`config.mk`:
```
export PLATFORM = sky130hd
export DESIGN_NAME = ram_prog_ctrl
export DESIGN_NICKNAME = d
export VERILOG_FILES = /design/src/rtl/ram_prog_ctrl.sv
export SDC_FILE = /design/constraint.sdc
export NUM_CORES = 1
export LEC_CHECK = 0
export CAP_MARGIN = 20
export CORE_UTILIZATION = 35
export CTS_CLUSTER_SIZE = 16
export DETAILED_ROUTE_END_ITERATION = 7
export PLACE_DENSITY_LB_ADDON = 0.2
export SETUP_SLACK_MARGIN = 0.5
export SLEW_MARGIN = 15
export SYNTH_ARGS = -nofsm -noshare
export SYNTH_HDL_FRONTEND = slang
export SYNTH_SLANG_ARGS = --single-unit
```
`constraint.sdc`:
```
create_clock -name clk -period 2.79 [get_ports clk]
set_input_delay 0.279 -clock clk [delete_from_list [all_inputs] [get_ports clk]]
set_output_delay 0.279 -clock clk [all_outputs]
set_load 0.005 [all_outputs]
```
`src/rtl/ram_prog_ctrl.sv`:
```
// Program-RAM controller: streams loader bytes into a 16x8 RAM, then hands the RAM to the CPU.
// Define RAM_PROG_VERIFY_EN to add an xor-checksum read-back pass (VERIFY) between load and run.
module ram_prog_ctrl #(
  parameter int unsigned ADDR_W = 4,
  parameter int unsigned DATA_W = 8,
  parameter int unsigned DEPTH  = 2 ** ADDR_W
) (
  input  logic              clk,
  input  logic              clr,
  input  logic              prog_start,
  input  logic [DATA_W-1:0] ld_data,
  input  logic              ld_valid,
  input  logic              ld_last,
  output logic              ld_ready,
  input  logic [ADDR_W-1:0] cpu_addr,
  input  logic              cpu_rd,
  output logic              cpu_grant,
  output logic [ADDR_W-1:0] mem_addr,
  output logic [DATA_W-1:0] mem_data_in,
  output logic              mem_low_load,
  output logic              mem_low_o_en,
  input  logic [DATA_W-1:0] mem_data_out,
  output logic              prog_busy,
  output logic              prog_done,
  output logic              verify_err
);

  typedef enum logic [1:0] {StIdle, StLoad, StVerify, StRun} state_e;

  state_e            state_q;
  logic [ADDR_W-1:0] ptr_q;
  logic              prog_done_q;
  logic              accept;
  logic              load_end;

  assign accept   = (state_q == StLoad) && ld_valid;
  // The top-address exit keeps ptr from wrapping inside a single load.
  assign load_end = accept && (ld_last || (ptr_q == ADDR_W'(DEPTH - 1)));

`ifdef RAM_PROG_VERIFY_EN
  logic [ADDR_W-1:0] last_q;
  logic [DATA_W-1:0] csum_q;
  logic [DATA_W-1:0] csum_next;
  logic              verify_err_q;

  assign csum_next = csum_q ^ mem_data_out;

  always_ff @(posedge clk) begin
    if (clr) begin
      state_q      <= StIdle;
      ptr_q        <= '0;
      last_q       <= '0;
      csum_q       <= '0;
      prog_done_q  <= 1'b0;
      verify_err_q <= 1'b0;
    end else begin
      unique case (state_q)
        StIdle: begin
          if (prog_start) begin
            state_q     <= StLoad;
            ptr_q       <= '0;
            csum_q      <= '0;
            prog_done_q <= 1'b0;
          end
        end
        StLoad: begin
          if (accept) begin
            csum_q <= csum_q ^ ld_data;
            last_q <= ptr_q;
            if (load_end) begin
              state_q <= StVerify;
              // ptr doubles as the read-back pointer during VERIFY.
              ptr_q   <= '0;
            end else begin
              ptr_q <= ptr_q + ADDR_W'(1);
            end
          end
        end
        StVerify: begin
          csum_q <= csum_next;
          if (ptr_q == last_q) begin
            state_q      <= StRun;
            prog_done_q  <= 1'b1;
            verify_err_q <= (csum_next != '0);
          end else begin
            ptr_q <= ptr_q + ADDR_W'(1);
          end
        end
        StRun: begin
          if (prog_start) begin
            state_q      <= StLoad;
            ptr_q        <= '0;
            csum_q       <= '0;
            prog_done_q  <= 1'b0;
            verify_err_q <= 1'b0;
          end
        end
        default: state_q <= StIdle;
      endcase
    end
  end

  assign verify_err = verify_err_q;
`else
  always_ff @(posedge clk) begin
    if (clr) begin
      state_q     <= StIdle;
      ptr_q       <= '0;
      prog_done_q <= 1'b0;
    end else begin
      unique case (state_q)
        StIdle: begin
          if (prog_start) begin
            state_q     <= StLoad;
            ptr_q       <= '0;
            prog_done_q <= 1'b0;
          end
        end
        StLoad: begin
          if (accept) begin
            ptr_q <= ptr_q + ADDR_W'(1);
            if (load_end) begin
              state_q     <= StRun;
              prog_done_q <= 1'b1;
            end
          end
        end
        StRun: begin
          if (prog_start) begin
            state_q     <= StLoad;
            ptr_q       <= '0;
            prog_done_q <= 1'b0;
          end
        end
        default: state_q <= StIdle;
      endcase
    end
  end

  // Read data is only needed by the read-back pass.
  logic unused_mem_data_out;
  assign unused_mem_data_out = ^mem_data_out;
  assign verify_err          = 1'b0;
`endif

  always_comb begin
    ld_ready     = 1'b0;
    mem_addr     = '0;
    mem_data_in  = '0;
    mem_low_load = 1'b1;
    mem_low_o_en = 1'b1;
    unique case (state_q)
      StLoad: begin
        ld_ready     = 1'b1;
        mem_addr     = ptr_q;
        mem_data_in  = ld_data;
        mem_low_load = ~ld_valid;
      end
`ifdef RAM_PROG_VERIFY_EN
      StVerify: begin
        mem_addr     = ptr_q;
        mem_low_o_en = 1'b0;
      end
`endif
      StRun: begin
        mem_addr     = cpu_addr;
        mem_low_o_en = ~cpu_rd;
      end
      default: ;
    endcase
  end

  assign cpu_grant = (state_q == StRun);
  assign prog_busy = (state_q == StLoad) || (state_q == StVerify);
  assign prog_done = prog_done_q;

endmodule

```
* After elaboration in Yosys (flattened, before gate mapping) *
Cells that the tools add are included.

word-level totals
  output and inout port bits = 19
  register bits after elaboration = 7

cells by class
  add/subtract/negate cells = 1
  equality and inequality tests = 7
  reductions and logical operators = 10
  bitwise logic cells = 2
  multiplexer cells = 16

operators by type and width
  cell                   count
  $pmux W4 S2            2
  $mux W4                2
  $mux W8                1
  $mux W1                6
  $mux W2                3
  $reduce_and A3 Y1      2
  $add A4 B1 Y4 const B  1
  $eq A2 B2 Y1 const B   2
  $eq A4 B4 Y1 const B   1
  $ne A2 B2 Y1 const B   2
  $pmux W2 S2            1
  $reduce_and A4 Y1      1
  $eq A2 B1 Y1 const B   1
  $logic_and A1 B1 Y1    2
  $logic_not A2 Y1       1
  $logic_or A1 B1 Y1     2
  $ne A2 B1 Y1 const B   1
  $not A1 Y1             2
  $pmux W1 S2            1
  $reduce_bool A2 Y1     1
  $reduce_or A2 Y1       1

* Longest topological paths before layout *
  depth in word-level cells = 6
  mapped depth = 7

* Least setup slack after synthesis *
No wires, ideal clock.

  path type = reg2reg
  from = reg state_q[1]
  to = reg prog_done_q, in the netlist prog_done
  required time = 2.667 ns
  setup time = 0.123 ns
  period minus slack after synthesis = 1.776 ns
  data arrival time = 1.653 ns
  cell stages (with the launch flop) = 8
  setup slack = 1.014 ns
  cell sequence = dfxtp_1 -> inv_1 -> ha_1 -> buf_6 -> nor2b_4 -> buf_6 -> a2111oi_2 -> mux2_1

on the way
  cells in the longest elaborated chain, start to end = 5

RTL lines
  item                                RTL line  source
  start, declared                     30        state_e state_q;
  start signal, assigned              107       state_q <= StIdle;
  start signal, assigned              114       state_q <= StLoad;
  start signal, assigned              123       state_q <= StRun;
  $eq A2 B1 Y1                        36, 111
  $logic_and A1 B1 Y1                 36        assign accept = (state_q == StLoad) && ld_valid;
  $logic_and A1 B1 Y1                 38        assign load_end = accept && (ld_last || (ptr_q == ADDR_W'(DEPTH - 1)));
  $ne A2 B2 Y1 (no source line)       n/a
  $reduce_and A4 Y1 (no source line)  n/a
  end signal, assigned                109       prog_done_q <= 1'b0;
  end signal, assigned                116       prog_done_q <= 1'b0;
  end signal, assigned                124       prog_done_q <= 1'b1;
  end, declared                       32        logic prog_done_q;

Several ways; a longest one is shown, not always the timed one.
A chain may end at the register's enable or synchronous reset.

* Final worst setup path *
  from = reg state_q[1]
  to = out mem_addr[1]

on the way
  cells in the longest elaborated chain, start to end = 2

RTL lines
  item                                          RTL line  source
  $eq A2 B2 Y1 or $eq A2 B1 Y1 (tied branches)  152       unique case (state_q)
  $pmux W4 S2 (*)                               152
  end, declared                                 18        output logic [ADDR_W-1:0] mem_addr,

Mark *: on every way between the ends. The rest lies on a longest branch, timed or not.

==> qor.yml <==
cts:
  cts.repair.resized: 0
  cts_hold_buf: 0
  worstSkewPairLatency_ps: 250
  htreeDepth: 1
  numCtsBuffers: 3
  clockRootBuffer: "clkbuf_4"
  cts.clk_slew.worst_paths_ps: 50
  cts_tree: "done"
  cts_setup_buffers: 0
  clock_path_buffers: 2
  cts_sinks: 7
power:
  ir_drop_mv: 0.603
  p_leak_nw: 0.378
  power_w: 0.000691
  power.density_mw_per_mm2: 718
critical_path:
  cp-start-kind: "flop"
  rr_worst_depth: 5
  worstPathMaxFanout: 19
  path_class: "flop to output pin"
  r2r-end: "prog_done"
  r2r_slack_ps: 870
  worst_r2r_startpoint: "state_q[0]"
  crit_arrival_ps: 1720
  cp_data_required_time_ps: 2510
  worst_setup_path_end_kind: "output pin"
synth:
  netlist.area_leader.share_pct: 23.3
  synth_fp_nets: 101
  yosysTopAreaCell: "dfxtp_1"
  ys_ff_latch: 7
  synthesis.instances: 70
  synthMuxAreaShare_pct: 8.73
  synth_compound_area_share_pct: 21.2
  synthSimpleGateAreaFrac_pct: 27.0
  synthXorXnorAreaFrac_pct: 0
  synth_fa_ha_area_share_pct: 10.4
  netlist_area_um2: 602
  yosys_warnings: 0
  seq_area_frac_synth_pct: 23.3
  synth_cell_types: 29
  synth_top_family_by_area: "simple AND/OR/NAND/NOR gates"
  avgSynthCellArea_um2: 8.60
  synth_area_leaders: "dfxtp_1 23%, ha_1 10%, and2_1 8.3%"
cells_and_area:
  multi_input_area_um2: 412
  flow.area_growth_from_synthesis_pct: 60.1
  antennaDiodeCount: 0
  nFillCells: 140
  seq_area_um2: 140
  drive_gt1_share_pct: 6.73
  final_cells: 120
  post-route-util_pct: 61.8
  layout.nets: 136
placed_design:
  gp_congestion: 0.779
  dp_cells: 116
  dp_hpwl_um: 1110
  io_buffers: 35
timing:
  rsz0062_at_grt: "no"
  finalCriticalPeriod_ps: 2000
  drv_slew: 0
  hold_slack_ps: 501
  setup_violations: 0
  period_share_pct: 71.6
  final_hold_viol_count: 0
  max_freq_ghz: 0.500
  clock_skew_ps: 3.17
  fin_tns_setup_ps: 0
grt:
  grt_pass1_vias: 548
  grt_overflow: 0
  grt_usage_pct: 15.6
  grt_max_degree: 20
  antenna_found_initial: 0
  grt_pass1_wl_um: 2230
run:
  drv.max_cap_violation_count: 0
floorplanning:
  die_area_mm2: 0.00189
  fp.dieW_um: 43.5
  start_util_pct: 38.6
  io_pins: 45
  row_count: 14
  core_mm2: 0.00156
  die_y_um: 43.5
routing:
  drt_iter0_markers: 24
  drc_errors: 16
  firstDrtPassIters: 8
  routed_via_density: 5.23
  ant_nets: 0
  wl_um: 1380
  drt-wirelength-per-cell_um: 11.5
  dr_total_vias: 627
status:
  violations: "design-rule violations"
  outcome: "finished, violations left"
min_path:
  holdPathEnd: "ptr_q[1]"
  hold_class: "flop to flop"
  hp-start: "ptr_q[1]"
  hold_path_depth: 2
==> logic make-up (layout without fill, tap and decap cells) <==
logic type,Yosys count,count (layout)
flops,7,7
buf+inv,9,43
fa+ha+maj,5,5
mux,5,5
simple gates,28,28
other cells,1,1
compound gates,15,15
==> worst max-delay path, cell delays in order, from the launching register on <==
cell	delay (ps)
dfxtp_1	340
inv_1	80
ha_2	350
a22o_1	200
clkdlybuf4s50_1	500
==> cell type report <==
type / instances / area share [%]
multi-input combinational: 54 / 42.7
timing repair buffer: 35 / 36.4
sequential: 7 / 14.5
clock buffer: 4 / 2.73
tap: 16 / 2.08
inverter: 4 / 1.56
==> worst max path at each step <==
stage               slack, ps  startpoint           to
floorplan                1010  state_q[1]    prog_done
global placement          860  state_q[0]    prog_done
detailed placement        860  state_q[1]    prog_done
CTS                       610  state_q[1]  mem_addr[1]
global route              650  state_q[1]  mem_addr[1]
finish                    790  state_q[1]  mem_addr[1]
==> per-layer routing <==
metal,share of wire (%),GRT usage [%]
met4,0.65,9.38
met1,44,19.3
met2,41,24.8
met5,0,0
met3,14,3.33
==> layout by cell type (no fill, tap or decap), types with 3 or more instances in the layout <==
master	count
clkdlybuf4s50_1	35
and2_1	8
dfxtp_1	7
nand2_1	5
inv_1	4
a22o_1	4
nor2_1	4
ha_1	4
mux2i_1	3
clkbuf_4	3
==> power breakdown <==
part / switching [W] / leakage, nW / total, W / internal (W)
logic: 0.000198 / 0.306 / 0.000453 / 0.000255
clock network: 0.0000369 / 0.0150 / 0.0000915 / 0.0000546
registers: 0.0000218 / 0.0572 / 0.000147 / 0.000125
==> state kept, by name, summed over array words and instances, names as in the netlist <==
name       count
ptr_q          4
state_q        2
prog_done      1
==> Yosys cell counts <==
cell and count:
mux2i_1 3, clkbuf_1 2, a211oi_2 1, nand2_1 5, nor4_1 1, a21oi_1 2, nand4_1 1, o21ai_0 1
a22o_1 4, nor2b_4 1, dfxtp_1 7, nand2b_1 1, or4_1 1, ha_1 5, buf_4 1, o211ai_1 2
mux2_1 2, nor4b_1 1, a311o_1 2, conb_1 1, and2_1 8, and2b_1 1, nor2b_1 2, nand3_1 2
a2111oi_2 1, nor2_1 4, inv_1 4, o31ai_1 2, buf_6 2
==> stage by stage <==
stage | worst slack (ps) | area [um^2]
global route | 648 | 963
detailed placement | 863 | 935
floorplan | 1010 | 602
CTS | 606 | 961
finish | 791 | 963
global placement | 864 | 935
(Power assumes the default switching activity.)
